**src/rtl/skew_mac4_pkg.sv**
```systemverilog
// rtl/skew_mac4_pkg.sv - shared lane geometry and FSM state type for skew_mac4
package skew_mac4_pkg;

  localparam int LANES  = 4;
  localparam int DATA_W = 8;
  localparam int PROD_W = 16;

  typedef enum logic [1:0] {
    ST_IDLE   = 2'd0,
    ST_LOAD_W = 2'd1,
    ST_ACCUM  = 2'd2,
    ST_DRAIN  = 2'd3
  } state_e;

endpackage

```
**src/rtl/mac_lane.sv**
```systemverilog
// rtl/mac_lane.sv - one MAC lane: weight register, product register, accumulator
//   clk, rst_n   : clock, async active-low reset
//   w_we_i, w_i  : weight write strobe and signed weight byte
//   prod_en_i    : capture data_i * weight into the product register
//   data_i       : signed int8 lane sample
//   acc_en_i     : add sign-extended product into the accumulator
//   acc_clr_i    : zero the accumulator (wins over acc_en_i)
//   acc_o        : accumulator value
module mac_lane
  import skew_mac4_pkg::*;
#(
  parameter int ACC_W = 32
) (
  input  logic              clk,
  input  logic              rst_n,
  input  logic              w_we_i,
  input  logic [DATA_W-1:0] w_i,
  input  logic              prod_en_i,
  input  logic [DATA_W-1:0] data_i,
  input  logic              acc_en_i,
  input  logic              acc_clr_i,
  output logic [ACC_W-1:0]  acc_o
);

  logic signed [DATA_W-1:0] w_q, w_d;
  logic signed [PROD_W-1:0] prod_q, prod_d;
  logic [ACC_W-1:0]         acc_q, acc_d;

  always_comb begin
    w_d    = w_q;
    prod_d = prod_q;
    acc_d  = acc_q;
    if (w_we_i) begin
      w_d = w_i;
    end
    if (prod_en_i) begin
      // Widen both operands first so the 16-bit product is fully signed.
      prod_d = PROD_W'($signed(data_i)) * PROD_W'(w_q);
    end
    if (acc_clr_i) begin
      acc_d = '0;
    end else if (acc_en_i) begin
      acc_d = acc_q + ACC_W'(prod_q);
    end
  end

  always_ff @(posedge clk or negedge rst_n) begin
    if (!rst_n) begin
      w_q    <= '0;
      prod_q <= '0;
      acc_q  <= '0;
    end else begin
      w_q    <= w_d;
      prod_q <= prod_d;
      acc_q  <= acc_d;
    end
  end

  assign acc_o = acc_q;

endmodule

```
**src/rtl/skew_mac4.sv**
```systemverilog
// rtl/skew_mac4.sv - four-lane int8 weight MAC with windowed accumulate and lane-serial drain
//   clk, rst_n          : clock, async active-low reset
//   data_i, valid_i     : four packed signed int8 lanes, one-cycle beat strobe
//   w_i, w_valid_i      : weight bytes, loaded lane0..lane3 after IDLE
//   clear_i             : synchronous abort to IDLE, weights kept
//   res_o, res_valid_o  : accumulator results, lane0..lane3 in order
//   res_ready_i         : downstream accept
//   in_ready_o          : beats accepted only while high
//   overflow_o          : sticky dropped-beat flag
module skew_mac4
  import skew_mac4_pkg::*;
#(
  parameter int K_LEN = 16,
  parameter int ACC_W = 32
) (
  input  logic             clk,
  input  logic             rst_n,
  input  logic [31:0]      data_i,
  input  logic             valid_i,
  input  logic [7:0]       w_i,
  input  logic             w_valid_i,
  input  logic             clear_i,
  output logic [ACC_W-1:0] res_o,
  output logic             res_valid_o,
  input  logic             res_ready_i,
  output logic             in_ready_o,
  output logic             overflow_o
);

  localparam int              CNT_W  = $clog2(K_LEN + 1);
  localparam logic [CNT_W-1:0] K_LAST = CNT_W'(K_LEN - 1);
  localparam logic [CNT_W-1:0] K_FULL = CNT_W'(K_LEN);

  state_e           state_q, state_d;
  logic [1:0]       w_idx_q, w_idx_d;
  logic [1:0]       lane_q, lane_d;
  logic [CNT_W-1:0] cnt_q, cnt_d;       // products added so far
  logic [CNT_W-1:0] issued_q, issued_d; // beats captured so far
  logic             pv_q, pv_d;
  logic             ovf_q, ovf_d;

  logic [LANES-1:0] w_we;
  logic             acc_clr;
  logic             beat_acc;
  logic             res_fire;
  logic [ACC_W-1:0] acc [LANES];

  // Readiness is based on captured beats, not added ones, so the window
  // closes on the same edge the last beat enters the product stage.
  assign in_ready_o  = (state_q == ST_ACCUM) && (issued_q != K_FULL);
  assign res_valid_o = (state_q == ST_DRAIN);
  assign res_o       = res_valid_o ? acc[lane_q] : '0;
  assign overflow_o  = ovf_q;
  assign beat_acc    = valid_i && in_ready_o && !clear_i;
  assign res_fire    = res_valid_o && res_ready_i;

  always_comb begin
    state_d  = state_q;
    w_idx_d  = w_idx_q;
    lane_d   = lane_q;
    cnt_d    = cnt_q;
    issued_d = issued_q;
    pv_d     = beat_acc;
    ovf_d    = ovf_q;
    w_we     = '0;
    acc_clr  = 1'b0;
    if (clear_i) begin
      state_d  = ST_IDLE;
      w_idx_d  = '0;
      lane_d   = '0;
      cnt_d    = '0;
      issued_d = '0;
      ovf_d    = 1'b0;
      acc_clr  = 1'b1;
    end else begin
      if (valid_i && !in_ready_o) begin
        ovf_d = 1'b1;
      end
      if (beat_acc) begin
        issued_d = issued_q + CNT_W'(1);
      end
      if (pv_q) begin
        cnt_d = cnt_q + CNT_W'(1);
      end
      case (state_q)
        ST_IDLE: begin
          if (w_valid_i) begin
            w_we[0] = 1'b1;
            w_idx_d = 2'd1;
            state_d = ST_LOAD_W;
          end
        end
        ST_LOAD_W: begin
          if (w_valid_i) begin
            w_we[w_idx_q] = 1'b1;
            w_idx_d       = w_idx_q + 2'd1;
            if (w_idx_q == 2'd3) begin
              state_d  = ST_ACCUM;
              cnt_d    = '0;
              issued_d = '0;
              acc_clr  = 1'b1;
            end
          end
        end
        ST_ACCUM: begin
          // The last add lands on this edge, so DRAIN starts with final sums.
          if (pv_q && (cnt_q == K_LAST)) begin
            state_d = ST_DRAIN;
          end
        end
        ST_DRAIN: begin
          if (res_fire) begin
            lane_d = lane_q + 2'd1;
            if (lane_q == 2'd3) begin
              state_d  = ST_ACCUM;
              cnt_d    = '0;
              issued_d = '0;
              acc_clr  = 1'b1;
            end
          end
        end
        default: state_d = ST_IDLE;
      endcase
    end
  end

  always_ff @(posedge clk or negedge rst_n) begin
    if (!rst_n) begin
      state_q  <= ST_IDLE;
      w_idx_q  <= '0;
      lane_q   <= '0;
      cnt_q    <= '0;
      issued_q <= '0;
      pv_q     <= 1'b0;
      ovf_q    <= 1'b0;
    end else begin
      state_q  <= state_d;
      w_idx_q  <= w_idx_d;
      lane_q   <= lane_d;
      cnt_q    <= cnt_d;
      issued_q <= issued_d;
      pv_q     <= pv_d;
      ovf_q    <= ovf_d;
    end
  end

  for (genvar n = 0; n < LANES; n++) begin : g_lane
    mac_lane #(
      .ACC_W(ACC_W)
    ) u_lane (
      .clk      (clk),
      .rst_n    (rst_n),
      .w_we_i   (w_we[n]),
      .w_i      (w_i),
      .prod_en_i(beat_acc),
      .data_i   (data_i[n*DATA_W +: DATA_W]),
      .acc_en_i (pv_q),
      .acc_clr_i(acc_clr),
      .acc_o    (acc[n])
    );
  end

endmodule

```
**config.mk**
```make
export PLATFORM = sky130hd
export DESIGN_NAME = skew_mac4
export DESIGN_NICKNAME = d
export VERILOG_FILES = /design/src/rtl/skew_mac4_pkg.sv /design/src/rtl/mac_lane.sv /design/src/rtl/skew_mac4.sv
export SDC_FILE = /design/constraint.sdc
export NUM_CORES = 1
export LEC_CHECK = 0
export ABC_AREA = 1
export CAP_MARGIN = 20
export CORE_ASPECT_RATIO = 0.5
export CORE_MARGIN = 4
export CORE_UTILIZATION = 45
export DETAILED_ROUTE_END_ITERATION = 10
export PLACE_DENSITY = 0.72
export SETUP_SLACK_MARGIN = 0.2
export SYNTH_ARGS = -nofsm -noshare
export SYNTH_HDL_FRONTEND = slang
export SYNTH_HIERARCHICAL = 1
export SYNTH_SLANG_ARGS = --single-unit
```
**constraint.sdc**
```tcl
create_clock -name clk -period 5.3 [get_ports clk]
set_input_delay 1.59 -clock clk [delete_from_list [all_inputs] [get_ports clk]]
set_output_delay 1.59 -clock clk [all_outputs]
set_load 0.005 [all_outputs]
```
# Word-level counts from Yosys, hierarchy flattened
# Cells that the tools add are included.
# op_classes
n_reduce_logical	18
multipliers	4
addsub	8
order_cmp	3
n_eq_ne	13
muxes	55
bitwise_logic	1
# ops
cell	n
two-way mux 32 bit	11
adder 32 bit	4
binary-select mux 32 bit (select 2 bit)	1
multiplier 8 x 8 -> 16 bit	4
two-way mux 5 bit	12
two-way mux 2 bit	12
one-hot mux 5 bit (2 select lines)	2
adder 5 x 1 -> 5 bit (second input constant)	2
two-way mux 1 bit	9
!= test 3 x 2 -> 1 bit (second input constant)	3
!= test 3 bit (second input constant)	3
equality test 2 bit (second input constant)	4
two-way mux 4 bit	2
one-hot mux 2 bit (4 select lines)	1
nonzero test 2 bit	4
logical AND 1 bit	7
AND reduction 6 bit	1
equality test 5 x 4 -> 1 bit (second input constant)	1
!= test 5 bit (second input constant)	1
adder 2 x 1 -> 2 bit (second input constant)	2
one-hot mux 1 bit (2 select lines)	2
one-hot mux 2 bit (2 select lines)	1
greater-or-equal comparator 3 bit (second input constant)	1
less-than comparator 2 x 3 -> 1 bit (second input constant)	1
10 further kinds	11
# totals
word_cells	121
ff_bits	242
output_inout_bits	35

# Depth between registers and ports, before layout
# logic_depth
depth_word	9
mapped_depth	20
ltp_nobuf	19

# Cells and area by module
# The synthesis kept the hierarchy.
# modules_own_cells
module	instances	seq_area_each_um2	area_per_inst_um2	cells_each
mac_lane at g_lane[2].u_lane	1	1401.3	7085.5	1065
mac_lane at g_lane[0].u_lane	1	1401.3	7071.8	1072
mac_lane at g_lane[1].u_lane	1	1401.3	7061.8	1073
mac_lane at g_lane[3].u_lane	1	1401.3	7055.5	1066
skew_mac4	1	450.4	2154.6	381

# Worst setup path after synthesis
# Ideal clock, no wire load.
# synth_path
kind	input-to-reg
from	in data_i[8]
to	reg g_lane[1].u_lane.prod_q[10]
setup_ns	0.082
required_ns	5.218
path_buffers	1
arrival_ns	5.321
slack_ns	-0.103
path_stages	15
path_cell_list	clkbuf_1 or2_2 fa_1 fa_1 inv_1 fa_1 inv_1 fa_1 inv_1 ha_1 inv_1 nor3_1 a21oi_1 or2_2 a31oi_1
# synth_between
elab_chain_len	1
# synth_rtl
element	line	source
from (decl)	skew_mac4.sv:18	input logic [31:0] data_i,
multiplier 8 x 8 -> 16 bit	mac_lane.sv:38	prod_d = PROD_W'($signed(data_i)) * PROD_W'(w_q);
to (signal assigned)	mac_lane.sv:54	prod_q <= prod_d;
to (decl)	mac_lane.sv:26	logic signed [PROD_W-1:0] prod_q, prod_d;
# No other way between the ends.
# A chain may end at the register's enable or synchronous reset.

# Worst setup path after layout
# Same ends and word-level chain as after synthesis.

==> metrics <==
Nets=5,337; top cell type by total area after synthesis=dfrtp_1; Pre-antenna DRT Iters=8; detailed placement HPWL=74.2 mm; fmax=199 MHz; detailed-route DRC error count=0; r2r endpoint=g_lane[1].u_lane/prod_q[10]$_DFFE_PN0P_; Finished Cell Area=34,900 um2; Clock transition at path regs=0.07 ns; Sequential Power Share=16.1%; synthesized area=30,400 um2; cells on worst reg2reg path=14; crit path capture=g_lane[1].u_lane/prod_q[10]$_DFFE_PN0P_; Tmin final=5.03 ns; Switch Pwr=0.00562 W; post-synth top area share=19.9%; largest net degree at the start of global routing=102; Critical path origin=data_i[8]; non-filler instance count after layout=5,737; Worst Path Max Fanout=4; Total Wirelength=91.7 mm; vias per cell=5.04; internal power=0.00699 W; antenna cells=0; synthesized netlist net count=5,176; Yosys warning count=6; Core Area=67,000 um2; routed wire length per instance=16.0 um; critical path capture point type=flop; global-route wire length before repair=146 mm; fraction of layout cells with a size suffix above 1=10.1%; final core utilization=52.2%; Post-synth EDFFs=0; H-Tree Level Count=1; Filler Cell Count=6,479; Hold Vio Cnt, Final=0; skew final=0.0463 ns; # rows=67; CTS buffer count=28; Starting Density=45.4%; max_cap viols=0; post-synthesis async set-or-reset flop share=100%; Leakage Power=20.6 nW; CTS Hold Bufs=0; gpl congestion=0.939; routed vias=28,926; Clock Tree Buf Depth=3; Req. time, crit path=5.79 ns; synth top area cells=dfrtp_1 (20%), nand2_1 (19%), fa_1 (15%); Die Ht=192 um; remaining global-route overflow=0; Slew HR=33.1%; die width=376 um; syn avg cell area=6.53 um2; worst slew pin tran=1.00 ns; status=completed; placed inst area=33,400 um2; Peak VDD IR=0.000531 V; Pwr per Cell Area=361 nW/um2; Worst-Skew Late Latency=0.60 ns; Switching Share=44.6%; crit path DAT=5.52 ns; clock sinks=242; vias in the first global route=27,413; multi-input combinational cell area=20,800 um2; Top FF cell, synth=dfrtp_1; CTS tree=built; overall routing resource usage=25.2%; dpl cells=5,679; I/O Buffers=80; synth unique cells=45; # IOs=81; final antenna-violating net count=0; reg2reg start=g_lane[1].u_lane/w_q[2]$_DFFE_PN0P_; FF/Latch Area=6060 um2; Worst setup SP type=input pin; Layout area overhead=14.8%; Detailed Route Iter0 Violations=2,705; critical path class=input pin to flop; combinational share of power=67.0%; reg2reg setup slack=1.06 ns; antenna violations before repair=0; number of synthesized register bits=242; register area share after synthesis=19.9%; Tcrit/Tclk final=94.9%; Setup-failing EPs final=0; clock share of power=16.8%; die area=72,100 um2; Root Buffer=clkbuf_16; Mapped Cells=4,657; Max Slew Vio Count=0; Worst Hold Class=flop to flop; RSZ-0062 raised after global routing=true
worst min-delay path by stage:
stage / cells past startpoint / slack (ns) / end / start
after global routing: 2 / 0.50 / g_lane[3].u_lane/prod_q[4]$_DFFE_PN0P_ / g_lane[3].u_lane/prod_q[4]$_DFFE_PN0P_
after floorplan: 2 / 0.45 / g_lane[0].u_lane/prod_q[2]$_DFFE_PN0P_ / g_lane[0].u_lane/prod_q[2]$_DFFE_PN0P_
after CTS: 2 / 0.49 / g_lane[2].u_lane/prod_q[3]$_DFFE_PN0P_ / g_lane[2].u_lane/prod_q[3]$_DFFE_PN0P_
after detailed placement: 2 / 0.47 / g_lane[2].u_lane/prod_q[3]$_DFFE_PN0P_ / g_lane[2].u_lane/prod_q[3]$_DFFE_PN0P_
final: 2 / 0.48 / g_lane[2].u_lane/prod_q[3]$_DFFE_PN0P_ / g_lane[2].u_lane/prod_q[3]$_DFFE_PN0P_
after global placement: 2 / 0.47 / g_lane[3].u_lane/prod_q[4]$_DFFE_PN0P_ / g_lane[3].u_lane/prod_q[4]$_DFFE_PN0P_
sequential cells by signal, indices dropped and copies added, names as in the netlist:
signal                cells
g_lane.u_lane/acc_o     128
g_lane.u_lane/prod_q     64
g_lane.u_lane/w_q        32
cnt_q                     5
issued_q                  5
lane_q                    2
state_q                   2
w_idx_q                   2
overflow_o                1
pv_q                      1
through the flow:
step | setup WS (ns) | total power (W) | hold WS [ns] | setup TNS [ns]
2_1_floorplan | 0.180 | 0.00679 | 0.446 | 0
3_3_place_gp | -0.473 | 0.00921 | 0.467 | -12.38
3_5_place_dp | -0.551 | 0.00939 | 0.472 | -14.55
4_1_cts | 0.165 | 0.0116 | 0.487 | 0
5_1_grt | 0.159 | 0.0138 | 0.501 | 0
6_report | 0.272 | 0.0126 | 0.481 | 0
placed cells by master (no fill, tap or decap), types with 15 or more instances in the layout:
cell             instances
clkdlybuf4s50_1         52
nand2_1               1519
ha_4                    26
nor2_2                  33
a21oi_2                 17
nor3_1                  15
ha_1                   223
nand2_2                 62
a21oi_1                165
dfrtp_1                241
o21ai_1                 39
xnor2_1                 26
nor2_1                 367
inv_1                  987
nand3_1                188
or2_2                   18
buf_4                  160
inv_2                   17
nand4_1                 22
xor2_1                  20
mux2_2                  28
o21ai_0                144
nand3_2                 23
clkbuf_16               29
a31oi_1                 23
dlymetal6s2s_1          16
fa_1                   216
power groups by stage:
stage / clock (W) / combinational, W / sequential (W)
CTS: 0.00217 / 0.00742 / 0.00202
finish: 0.00212 / 0.00846 / 0.00203
detailed placement: 0 / 0.00733 / 0.00206
global route: 0.00226 / 0.00947 / 0.00204
floorplan: 0 / 0.00484 / 0.00195
global placement: 0 / 0.00715 / 0.00206
repair_timing:
action | 4_1_cts | 5_1_grt
endpoints found under the setup margin | 14 | 36
pin swaps | 7 | 42
gates resized for setup | 23 | 120
buffers inserted | 2 | 3
per-layer routing:
layer  wire (um)  up-vias  track usage [%]
met4        2060        0             5.30
met2       38900      865             38.9
met1       43900    13565             37.1
met5           0        -                0
met3        6880      103             4.24
li1            -    14393                -
cell type report:
type / instances / share of cell area (%)
clock buffer: 41 / 2.32
clock inverter: 11 / 0.462
multi-input combinational: 3285 / 59.5
sequential: 242 / 17.3
tap: 897 / 3.21
timing repair buffer: 252 / 6.30
inverter: 1009 / 10.8
cells in the mapped netlist, drive strengths merged, types with 24 or more instances:
master     n
a31oi     24
inv     1005
dfrtp    242
fa       224
mux2      28
nand2   1586
xnor2     26
ha       249
nand3    211
clkbuf    98
nor2     404
o21ai    193
a21oi    183
cells by family (layout without fill, tap and decap cells):
group | count (synthesis) | count (layout) | synth area share (%)
simple gates | 2295 | 2295 | 30.9
buf+inv | 1130 | 1313 | 14.1
fa+ha+maj | 473 | 473 | 25.0
compound gates | 443 | 443 | 7.78
flops | 242 | 242 | 19.9
xor+xnor | 46 | 46 | 1.32
mux | 28 | 28 | 1.04
critical path: stages:
cell	delay, ns
clkdlybuf4s50_1	0.41
or2_2	0.31
fa_1	0.45
fa_1	0.49
inv_1	0.06
fa_1	0.53
inv_1	0.05
fa_1	0.49
inv_2	0.05
ha_4	0.28
inv_1	0.10
nor3_4	0.17
a21oi_2	0.09
or2_2	0.28
a31oi_1	0.17
Note: power is estimated with default switching activity, not from simulation.
